--- src/rtl/link_rx_deserializer.sv ---
// Receive stage of the 2-pin serial console link: start-bit detect, 2-bit-per-clock
// deserialization, and a one-entry valid/ready output buffer with sticky overrun.
module link_rx_deserializer #(
    parameter int WORD_BITS = 16
) (
    input  logic                 clk,
    input  logic                 rst_n,
    input  logic [1:0]           rx_pins,
    output logic [WORD_BITS-1:0] out_data,
    output logic                 out_valid,
    input  logic                 out_ready,
    output logic                 busy,
    output logic                 overrun,
    input  logic                 clr_overrun
);

    localparam int N     = WORD_BITS / 2;
    localparam int CNT_W = (N > 1) ? $clog2(N) : 1;
    localparam logic [CNT_W-1:0] CNT_LAST = CNT_W'(N - 1);

    // Handshake: a word transfers on any edge where out_valid=1 and out_ready=1;
    // out_data is held stable while out_valid=1 and out_ready=0.
    typedef enum logic {
        IDLE,
        RECV
    } state_e;

    state_e                 state_q, state_d;
    logic [1:0]             rx_q;
    logic [CNT_W-1:0]       cnt_q, cnt_d;
    logic [WORD_BITS-1:0]   shift_q, shift_d;
    logic [WORD_BITS-1:0]   out_data_q, out_data_d;
    logic                   out_valid_q, out_valid_d;
    logic                   overrun_q, overrun_d;
    logic                   complete;
    logic                   drop;
    logic [WORD_BITS-1:0]   word;

    always_ff @(posedge clk) begin
        if (!rst_n) begin
            state_q     <= IDLE;
            rx_q        <= '0;
            cnt_q       <= '0;
            shift_q     <= '0;
            out_data_q  <= '0;
            out_valid_q <= 1'b0;
            overrun_q   <= 1'b0;
        end else begin
            state_q     <= state_d;
            rx_q        <= rx_pins;
            cnt_q       <= cnt_d;
            shift_q     <= shift_d;
            out_data_q  <= out_data_d;
            out_valid_q <= out_valid_d;
            overrun_q   <= overrun_d;
        end
    end

    always_comb begin
        state_d     = state_q;
        cnt_d       = cnt_q;
        shift_d     = shift_q;
        out_data_d  = out_data_q;
        out_valid_d = out_valid_q;
        complete    = 1'b0;
        drop        = 1'b0;
        // The final chunk goes straight from rx_q into the word, bypassing shift.
        word                     = shift_q;
        word[WORD_BITS-1 -: 2]   = rx_q;

        case (state_q)
            IDLE: begin
                if (rx_q[0]) begin
                    state_d = RECV;
                    cnt_d   = '0;
                end
            end
            RECV: begin
                shift_d[{cnt_q, 1'b0} +: 2] = rx_q;
                if (cnt_q == CNT_LAST) begin
                    complete = 1'b1;
                    state_d  = IDLE;
                end else begin
                    cnt_d = cnt_q + 1'b1;
                end
            end
            default: state_d = IDLE;
        endcase

        if (complete) begin
            if (!out_valid_q || out_ready) begin
                out_data_d  = word;
                out_valid_d = 1'b1;
            end else begin
                drop = 1'b1;
            end
        end else if (out_valid_q && out_ready) begin
            out_valid_d = 1'b0;
        end

        // A drop on the same edge as a clear leaves the flag set.
        if (drop) begin
            overrun_d = 1'b1;
        end else if (clr_overrun) begin
            overrun_d = 1'b0;
        end else begin
            overrun_d = overrun_q;
        end
    end

    assign out_data  = out_data_q;
    assign out_valid = out_valid_q;
    assign busy      = (state_q == RECV);
    assign overrun   = overrun_q;

endmodule

--- config.mk ---
export PLATFORM = sky130hd
export DESIGN_NAME = link_rx_deserializer
export DESIGN_NICKNAME = d
export VERILOG_FILES = /design/src/rtl/link_rx_deserializer.sv
export SDC_FILE = /design/constraint.sdc
export NUM_CORES = 1
export LEC_CHECK = 0
export BUFFER_PORTS_ARGS = -buffer_cell sky130_fd_sc_hd__buf_2
export CAP_MARGIN = 20
export CORE_AREA = 2 2 45 79
export CTS_BUF_LIST = sky130_fd_sc_hd__clkbuf_4
export DETAILED_ROUTE_END_ITERATION = 8
export DIE_AREA = 0 0 47 81
export PLACE_DENSITY_LB_ADDON = 0.12
export SLEW_MARGIN = 10
export SYNTH_ARGS = -nofsm -noshare
export SYNTH_HDL_FRONTEND = slang
export SYNTH_SLANG_ARGS = --single-unit
--- constraint.sdc ---
create_clock -name clk -period 2.8 [get_ports clk]
set_clock_uncertainty 0.15 [all_clocks]
set_input_delay 0.28 -clock clk [delete_from_list [all_inputs] [get_ports clk]]
set_output_delay 0.28 -clock clk [all_outputs]
set_load 0.01 [all_outputs]
==> impl_metrics.csv <==
group,metric,value,unit
timing,drv_slew,0,
floorplan,die_height,81,microns
placement,hpwl,2510,microns
clocking,tritoncts,"yes",
drt,dr.pass1.iters,4,
timing,slew_headroom,0.548,
clocking,clkLatencyLatePin,0.35,ns
worst_setup_path,start_kind,"flop",
layout,final_core_util,0.585,
timing,setup_viol,0,
global_route,grt_max_degree,45,
floorplan,die_w,47,microns
clocking,htreeDepth,2,
clocking,cts_buffers,5,
clocking,clkTransAtPathRegs,0.11,ns
clocking,post_cts_buffers,0,
timing,fin_setup_tns,0,ns
yosys,ys_async_sr_fraction,0,
yosys,syn_area_per_cell,9.42,sq um
global_route,overflow,0,
clocking,cts_resized,0,
run,maxCapViolCount,0,
timing,worstMarginPinSlew,0.678,ns
drt,drtIter0Drc,22,
yosys,synth_area,1690,sq um
yosys,synth_area_leaders,"dfxtp_1 (45%), a21boi_0 (8.9%), mux2i_1 (8.3%)",
power_and_ir_drop,p_total,888,uW
timing,grt_setup_unrepaired,"false",
yosys,synth_top_area_cell,"dfxtp_1",
floorplan,dieArea,3810,sq um
yosys,synth_seq_cells,38,
floorplan,rows,28,
floorplan,start_util,0.523,
floorplan,core,3220,sq um
worst_setup_path,arrival,2.43,ns
worst_setup_path,critPathKind,"flop to flop",
yosys,synth_edf_count,0,
drt,via_count,1305,
drt,vias_per_cell,5.28,
global_route,grt_pass1_vias,1232,
yosys,ys_warn_count,0,
layout,area_growth,11.9,%
layout,drive_gt1_frac,0.188,
clocking,clock_tree.buffer_depth,2,
yosys,synth-seq-area-share,0.451,
worst_setup_path,path_max_fanout,11,
floorplan,pin_count,25,
power_and_ir_drop,powerDensity,471,nW/um^2
worst_setup_path,worst_ep_required_time,2.92,ns
drt,wirelength,3410,microns
yosys,yosys.cell_types.count,27,
drt,wire_per_inst,13.8,microns
yosys,syn_nets,193,
global_route,antenna_found_initial,0,
hold_path,hp-class,"input pin to flop",
clocking,cts.sinks,38,
drt,drcViolationCount,0,
timing,fmax,433,MHz
drt,ant_nets,0,
power_and_ir_drop,ir_worst_vdd,316,uV
yosys,synth_top_area_frac,0.451,
layout,fin_nets,215,
timing,hold_viol,0,
timing,period_needed,2.31,ns
timing,min_period_over_period,0.825,
yosys,synthCells,179,
status,status,"complete, no violations",
placement,port_buffers,24,
placement,gp_congestion,0.826,
worst_setup_path,crit_path_end_kind,"flop",
global_route,grt_pass1_wl,5510,microns
yosys,synth-main-ff-cell,"dfxtp_1",
layout,antenna_cells,0,
clocking,ctsRootBufferMaster,"clkbuf_4",
power_and_ir_drop,p_leak,0.000759,uW
global_route,track_usage,0.207,
## per-stage QoR
stage | worst slack [ns] | hold slack [ns] | cells | cell area (sq um)
after global placement | 0.643 | 0.299 | 237 | 1810
after CTS | 0.484 | 0.0896 | 247 | 1890
after detailed placement | 0.531 | 0.307 | 237 | 1810
after global routing | 0.233 | 0.0839 | 247 | 1890
final | 0.491 | 0.0876 | 247 | 1890
after floorplan | 0.805 | 0.257 | 179 | 1690
## final timing paths
| path | end | slack (ns) | start | cells past startpoint |
|---|---|---|---|---|
| min | overrun | 0.09 | clr_overrun | 3 |
| min reg2reg | shift_q[6] | 0.32 | shift_q[6] | 2 |
| max | shift_q[9] | 0.49 | cnt_q[0] | 6 |
| max reg2reg | shift_q[9] | 0.49 | cnt_q[0] | 6 |
## Yosys cell counts, types with 4 or more instances
cell and instances:
a21boi_0 20, and2_1 4, buf_2 7, clkbuf_1 4, dfxtp_1 38, ha_1 8, inv_1 4, mux2i_1 14
nand2_1 23, nand3_1 16, nand4_1 5, o21ai_0 19
## flip-flops by register name, indices dropped and copies added, names as in the netlist
register   flops
out_data      16
overrun        1
out_valid      1
rx_q           2
cnt_q          3
shift_q       14
busy           1
## cell usage in the layout (no fill, tap or decap), drive strengths merged
cell / n
o22ai: 1
and2b: 2
nor2b: 2
nand4: 5
nor2: 1
mux2i: 14
nand4bb: 1
inv: 4
o211ai: 1
nand3: 16
nand3b: 1
clkinv: 2
and3: 2
or3: 1
o21ai: 19
nor3b: 1
dlygate4sd3: 2
dfxtp: 38
buf: 24
ha: 8
and4b: 1
nor4: 1
and2: 4
clkbuf: 6
nand2: 23
a21boi: 20
nand2b: 1
and4bb: 1
## layout make-up
cell class	instances	area (sq um)
sequential	38	761
multi-input combinational	126	860
clock buffer	6	45.0
timing repair buffer	26	140
inverter	4	15.0
tap	45	56.3
fill	345	1340
clock inverter	2	8.76
## critical path, stage by stage (launching register included)
cell	delay (ns)
dfxtp_1	0.54
inv_1	0.13
ha_1	0.25
ha_1	0.37
o211ai_1	0.11
nor4_1	0.43
mux2i_1	0.25
## report_power, final
group | internal (uW) | total, uW | switching, uW
Combinational | 26.6 | 54.7 | 28.1
Sequential | 545 | 554 | 9.00
Clock | 104 | 280 | 176
Total | 676 | 888 | 213
## logic make-up after synthesis
logic type | Yosys count | synth area share
AO/OA/AOI/OAI | 41 | 0.154
adder cells (fa/ha/maj) | 8 | 0.0594
buffers and inverters | 15 | 0.0386
flip-flops | 38 | 0.451
multiplexers | 14 | 0.0831
AND/OR/NAND/NOR | 63 | 0.214
## repair_timing
item | CTS | global route
endpoints found under the setup margin | 0 | 0
endpoints found under the hold margin | 2 | 0
hold buffers | 2 | 0
## layer usage
layer	routed length, microns	up-vias	global-route usage
met3	122	10	0.0467
met1	1390	595	0.223
met2	1790	30	0.348
li1	-	670	-
met5	0	-	0
met4	112	0	0.125
Power figures use the tool's default switching activity.
